File: src/rtl/i2s_tx.sv
// Philips-format I2S transmitter: derives BCK from AMCLK and serialises a
// double-buffered stereo sample pair, MSB first, one BCK after each WS edge.
module i2s_tx #(
    parameter int I2S_DATA_BITS = 16,
    parameter int SLOT_BITS     = 16,
    parameter int BCK_DIV       = 8
) (
    input  logic                            AMCLK_i,
    input  logic                            reset,
    input  logic signed [I2S_DATA_BITS-1:0] APDATA_LEFT_i,
    input  logic signed [I2S_DATA_BITS-1:0] APDATA_RIGHT_i,
    input  logic                            APDATA_VALID_i,
    output logic                            SAMPLE_REQ_o,
    output logic                            UNDERRUN_o,
    output logic                            I2S_BCK_o,
    output logic                            I2S_WS_o,
    output logic                            I2S_DATA_o
);

    localparam int DIV_W      = $clog2(BCK_DIV);
    localparam int FRAME_BITS = 2 * SLOT_BITS;
    localparam int BIT_W      = $clog2(FRAME_BITS);

    localparam logic [DIV_W-1:0] DIV_RISE = DIV_W'(BCK_DIV / 2 - 1);
    localparam logic [DIV_W-1:0] DIV_FALL = DIV_W'(BCK_DIV - 1);
    localparam logic [BIT_W-1:0] BIT_LAST = BIT_W'(FRAME_BITS - 1);
    localparam logic [BIT_W-1:0] WS_FIRST = BIT_W'(SLOT_BITS - 1);
    localparam logic [BIT_W-1:0] WS_LAST  = BIT_W'(FRAME_BITS - 2);
    localparam logic [BIT_W-1:0] SLOT_LEN = BIT_W'(SLOT_BITS);

    logic [DIV_W-1:0]         div_ctr_q, div_ctr_d;
    logic [BIT_W-1:0]         bit_ctr_q, bit_ctr_d;
    logic [I2S_DATA_BITS-1:0] hold_l_q, hold_l_d;
    logic [I2S_DATA_BITS-1:0] hold_r_q, hold_r_d;
    logic [I2S_DATA_BITS-1:0] tx_l_q, tx_l_d;
    logic [I2S_DATA_BITS-1:0] tx_r_q, tx_r_d;
    logic                     fresh_q, fresh_d;
    logic                     sreq_q, sreq_d;
    logic                     urun_q, urun_d;
    logic                     bck_q, bck_d;
    logic                     ws_q, ws_d;
    logic                     data_q, data_d;

    logic [BIT_W-1:0]         bit_next;
    logic [BIT_W-1:0]         slot_pos;
    logic [I2S_DATA_BITS-1:0] active_word;

    always_comb begin
        div_ctr_d   = div_ctr_q + DIV_W'(1);
        bit_ctr_d   = bit_ctr_q;
        hold_l_d    = hold_l_q;
        hold_r_d    = hold_r_q;
        tx_l_d      = tx_l_q;
        tx_r_d      = tx_r_q;
        fresh_d     = fresh_q;
        sreq_d      = 1'b0;
        urun_d      = 1'b0;
        bck_d       = bck_q;
        ws_d        = ws_q;
        data_d      = data_q;
        bit_next    = (bit_ctr_q == BIT_LAST) ? '0 : bit_ctr_q + BIT_W'(1);
        slot_pos    = '0;
        active_word = '0;

        if (div_ctr_q == DIV_RISE) begin
            bck_d = 1'b1;
        end

        if (div_ctr_q == DIV_FALL) begin
            bck_d     = 1'b0;
            bit_ctr_d = bit_next;
            ws_d      = (bit_next >= WS_FIRST) && (bit_next <= WS_LAST);

            // Frame load: the left MSB must leave on this same event, so the
            // serialiser below reads the freshly loaded words.
            if (bit_next == '0) begin
                tx_l_d  = hold_l_q;
                tx_r_d  = hold_r_q;
                sreq_d  = 1'b1;
                urun_d  = !fresh_q;
                fresh_d = 1'b0;
            end

            if (bit_next < SLOT_LEN) begin
                active_word = tx_l_d;
                slot_pos    = bit_next;
            end else begin
                active_word = tx_r_d;
                slot_pos    = bit_next - SLOT_LEN;
            end

            data_d = 1'b0;
            for (int i = 0; i < I2S_DATA_BITS; i++) begin
                if (slot_pos == BIT_W'(I2S_DATA_BITS - 1 - i)) begin
                    data_d = active_word[i];
                end
            end
        end

        // A strobe coinciding with a load still wins the fresh flag for the next frame.
        if (APDATA_VALID_i) begin
            hold_l_d = APDATA_LEFT_i;
            hold_r_d = APDATA_RIGHT_i;
            fresh_d  = 1'b1;
        end
    end

    always_ff @(posedge AMCLK_i or posedge reset) begin
        if (reset) begin
            div_ctr_q <= '0;
            bit_ctr_q <= BIT_LAST;
            hold_l_q  <= '0;
            hold_r_q  <= '0;
            tx_l_q    <= '0;
            tx_r_q    <= '0;
            fresh_q   <= 1'b0;
            sreq_q    <= 1'b0;
            urun_q    <= 1'b0;
            bck_q     <= 1'b0;
            ws_q      <= 1'b0;
            data_q    <= 1'b0;
        end else begin
            div_ctr_q <= div_ctr_d;
            bit_ctr_q <= bit_ctr_d;
            hold_l_q  <= hold_l_d;
            hold_r_q  <= hold_r_d;
            tx_l_q    <= tx_l_d;
            tx_r_q    <= tx_r_d;
            fresh_q   <= fresh_d;
            sreq_q    <= sreq_d;
            urun_q    <= urun_d;
            bck_q     <= bck_d;
            ws_q      <= ws_d;
            data_q    <= data_d;
        end
    end

    assign SAMPLE_REQ_o = sreq_q;
    assign UNDERRUN_o   = urun_q;
    assign I2S_BCK_o    = bck_q;
    assign I2S_WS_o     = ws_q;
    assign I2S_DATA_o   = data_q;

endmodule

File: config.mk
export PLATFORM = sky130hd
export DESIGN_NAME = i2s_tx
export DESIGN_NICKNAME = d
export VERILOG_FILES = /design/src/rtl/i2s_tx.sv
export SDC_FILE = /design/constraint.sdc
export NUM_CORES = 1
export LEC_CHECK = 0
export ABC_AREA = 1
export ABC_CLOCK_PERIOD_IN_PS = 8150
export BUFFER_PORTS_ARGS = -buffer_cell sky130_fd_sc_hd__buf_2
export CELL_PAD_IN_SITES_DETAIL_PLACEMENT = 0
export CELL_PAD_IN_SITES_GLOBAL_PLACEMENT = 1
export CORE_MARGIN = 4
export CORE_UTILIZATION = 35
export CTS_CLUSTER_DIAMETER = 60
export CTS_CLUSTER_SIZE = 28
export DETAILED_ROUTE_END_ITERATION = 8
export PLACE_DENSITY_LB_ADDON = 0.1
export SETUP_SLACK_MARGIN = 0.2
export SLEW_MARGIN = 20
export SYNTH_ARGS = -nofsm -noshare
export SYNTH_HDL_FRONTEND = slang
export SYNTH_SLANG_ARGS = --single-unit
File: constraint.sdc
create_clock -name AMCLK_i -period 8.15 [get_ports AMCLK_i]
set_input_delay 0.4075 -clock AMCLK_i [delete_from_list [all_inputs] [get_ports AMCLK_i]]
set_output_delay 0.4075 -clock AMCLK_i [all_outputs]
set_load 0.03 [all_outputs]
==> results.tsv <==
stage	metric	value	unit
clock_tree	cts_buffers	9	
route	wire_per_inst	13.1	µm
timing	fin_crit	4070	ps
grt	grt_pass1_vias	2556	
min_path	min-delay-path-class	in2reg	
grt	grt_pass1_wl	12.9	mm
synth	ys_ff_latch	77	
grt	overflow	0	
route	drt_iter0_markers	126	
synth	syn_area	3590	µm²
synth	synth_cells	413	
route	via_per_inst	4.56	
pwr	power_frac_seq	0.543	
die	io-pin-count	40	
synth	synth_cell_types	28	
clock_tree	clk_latency	350	ps
clock_tree	cts_tree	built	
timing	maxSlewViolCount	0	
die	rows	36	
timing	skew	9.95	ps
setup_path	end_kind	register	
setup_path	arrival	4320	ps
outcome	status	complete, no violations	
timing	finalSetupTns	0	ps
setup_path	cp_max_fo	48	
setup_path	worstSetupStartpointType	register	
cells_and_area	nNetsFinal	486	
clock_tree	htree_num_levels	3	
timing	max_freq	0.246	GHz
grt	antenna_found_initial	0	
placed_design	port_buffers	39	
timing	final-hold-violation-count	0	
pwr	pwr-share-clk	0.406	
synth	synth-seq-area-share	0.539	
run	max-cap-violations	0	
synth	ys_warn_count	0	
pwr	pwr-share-comb	0.051	
timing	fin_crit_sh	0.499	
pwr	leakagePower	0.00193	µW
clock_tree	cts_setup_buffers	0	
route	ant_nets	0	
die	start_util	0.364	
pwr	powerDensity	182	nW/µm²
die	die_h	109	µm
die	die_x	109	µm
setup_path	critPathMaxStageDelay	770	ps
route	drcViolationCount	0	
placed_design	routabilityCongestion	0.779	
timing	worstMarginPinSlew	975	ps
route	drt_first_pass_iters	4	
route	drt_wl_total	7.60	mm
clock_tree	ctsRootBufferMaster	clkbuf_8	
clock_tree	clockBufferDepth	2	
clock_tree	clock-sinks	77	
clock_tree	cts.clk_slew.worst_paths	90	ps
setup_path	critical_path_class	reg2reg	
route	num_vias	2653	
setup_path	cp_slowest_cell	nor2_1	
timing	maxSlewHeadroom	0.350	
cells_and_area	finalInstanceArea	4060	µm²
timing	setup_viol	0	
placed_design	post-place-ws	3710	ps
clock_tree	postCtsResizedCells	0	
placed_design	dpl_cell_area	3850	µm²
die	die_area	11900	µm²
pwr	p_total	740	µW
pwr	peakVddDrop	0.109	mV
timing	rsz0062_at_grt	no	
pwr	swShare	0.240	
die	fp.coreArea	9860	µm²
clock_tree	postCtsHoldBufs	0	
synth	synth_fp_nets	455	
cells_and_area	layout-drive-gt1-share	0.192	
setup_path	crit_chain	ha_1, nand2_2, nor2_1, ha_1, inv_1, nand2_2, nor2_1, inv_2, o21ai_0	
pwr	internal-power	562	µW
timing	setup_ws	4080	ps
placed_design	dp.final_hpwl	5.20	mm
synth	avgSynthCellArea	8.69	µm²
cells_and_area	area_delta_synth_final	13.1	%
grt	grt_max_degree	78	
grt	grt.total_usage	0.139	
setup_path	crit_required	8410	ps
cells_and_area	diodes	0	
pwr	switching_power	178	µW
==> logic make-up (layout without fill, tap and decap cells) <==
family          after synthesis  count (layout)  synth area share
buf+inv                      73             109            0.0868
mux                           7               7            0.0220
simple gates                145             145             0.173
compound gates              104             104             0.155
flops                        77              77             0.539
fa+ha+maj                     7               7            0.0244
==> worst max-delay path, delay by kind of cell (launching register included) <==
family	cells	cell delay, ps
AOI/OAI and AO/OA	1	300
adders and majority gates	2	890
DFF	1	590
buffers and inverters	2	1000
and+or+nand+nor	4	1180
==> cells in the mapped netlist, drive strengths merged <==
cell type / count / area, µm²
nand4: 4 / 25.0
a22o: 1 / 8.76
clkinv: 1 / 3.75
a31oi: 4 / 25.0
nor2: 22 / 105
o211ai: 6 / 45.0
clkbuf: 13 / 48.8
dfstp: 5 / 131
dfrtp: 72 / 1800
ha: 7 / 87.6
a21o: 1 / 7.51
buf: 7 / 58.8
nand3: 13 / 82.6
nand2: 106 / 408
o21ai: 74 / 370
a21oi: 18 / 101
mux2: 7 / 78.8
inv: 52 / 200
==> through the flow <==
step	hold slack [ps]	utilization	instances
2_1_floorplan	401	-	413
3_3_place_gp	413	0.391	566
3_5_place_dp	423	0.391	566
4_1_cts	235	0.412	582
5_1_grt	238	0.412	582
6_report	252	0.412	582
==> placed cells by master (no fill, tap or decap) <==
| cell | n |
|---|---|
| nand4_1 | 4 |
| clkinv_1 | 1 |
| a21o_1 | 1 |
| inv_1 | 48 |
| buf_2 | 39 |
| nor2_4 | 2 |
| a22o_1 | 1 |
| buf_4 | 1 |
| nor2_1 | 17 |
| nand2_2 | 4 |
| nor2_2 | 3 |
| a21oi_2 | 3 |
| mux2_2 | 7 |
| o21ai_0 | 74 |
| nand3_1 | 11 |
| o211ai_1 | 6 |
| nand3_2 | 1 |
| bufinv_16 | 1 |
| ha_1 | 7 |
| a31oi_1 | 4 |
| clkinv_4 | 2 |
| nand2_1 | 102 |
| clkinv_2 | 1 |
| clkinvlp_4 | 2 |
| inv_6 | 2 |
| nand3_4 | 1 |
| dfrtp_1 | 72 |
| a21oi_1 | 15 |
| dfstp_2 | 5 |
| inv_2 | 2 |
| clkbuf_8 | 10 |
==> routing by layer <==
layer	part of all wire	vias to the layer above	wire length, µm	track usage
li1	-	1398	-	-
met1	0.52	1199	3920	0.199
met2	0.42	48	3220	0.203
met3	0.046	8	347	0.0438
met4	0.014	0	107	0.0383
met5	0	-	0	0
==> flip-flops by register name, indices dropped and copies added, names as in the netlist <==
signal and cells:
UNDERRUN_o 1, div_ctr_q 3, hold_l_q 16, fresh_q 1
I2S_WS_o 1, tx_l_q 15, SAMPLE_REQ_o 1, bit_ctr_q 5
hold_r_q 16, I2S_DATA_o 1, tx_r_q 16, I2S_BCK_o 1
==> power groups by stage <==
| stage | sequential [µW] | combinational, µW | clock (µW) |
|---|---|---|---|
| after detailed placement | 410 | 39.5 | 0 |
| after floorplan | 408 | 23.8 | 0 |
| after global placement | 410 | 38.6 | 0 |
| final | 402 | 37.7 | 300 |
| after CTS | 402 | 39.6 | 313 |
| after global routing | 404 | 44.7 | 328 |
==> final cells by class <==
class / count / area [µm²]
Clock inverter: 6 / 71.3
Multi-Input combinational cell: 263 / 1350
Timing Repair Buffer: 40 / 203
Fill cell: 1047 / 5800
Sequential cell: 77 / 1930
Tap cell: 133 / 166
Inverter: 53 / 205
Clock buffer: 10 / 138
==> final timing paths <==
check,from,endpoint,slack (ps),cells past startpoint
min in group asynchronous,reset,I2S_DATA_o,320,3
setup reg to reg,bit_ctr_q[0],tx_l_q[1],4080,9
max in group asynchronous,reset,tx_r_q[10],7170,3
setup / recovery,bit_ctr_q[0],tx_l_q[1],4080,9
hold / removal,APDATA_RIGHT_i[7],hold_r_q[7],250,3
hold reg to reg,div_ctr_q[0],div_ctr_q[0],430,1
Note: power is estimated with default switching activity, not from simulation.
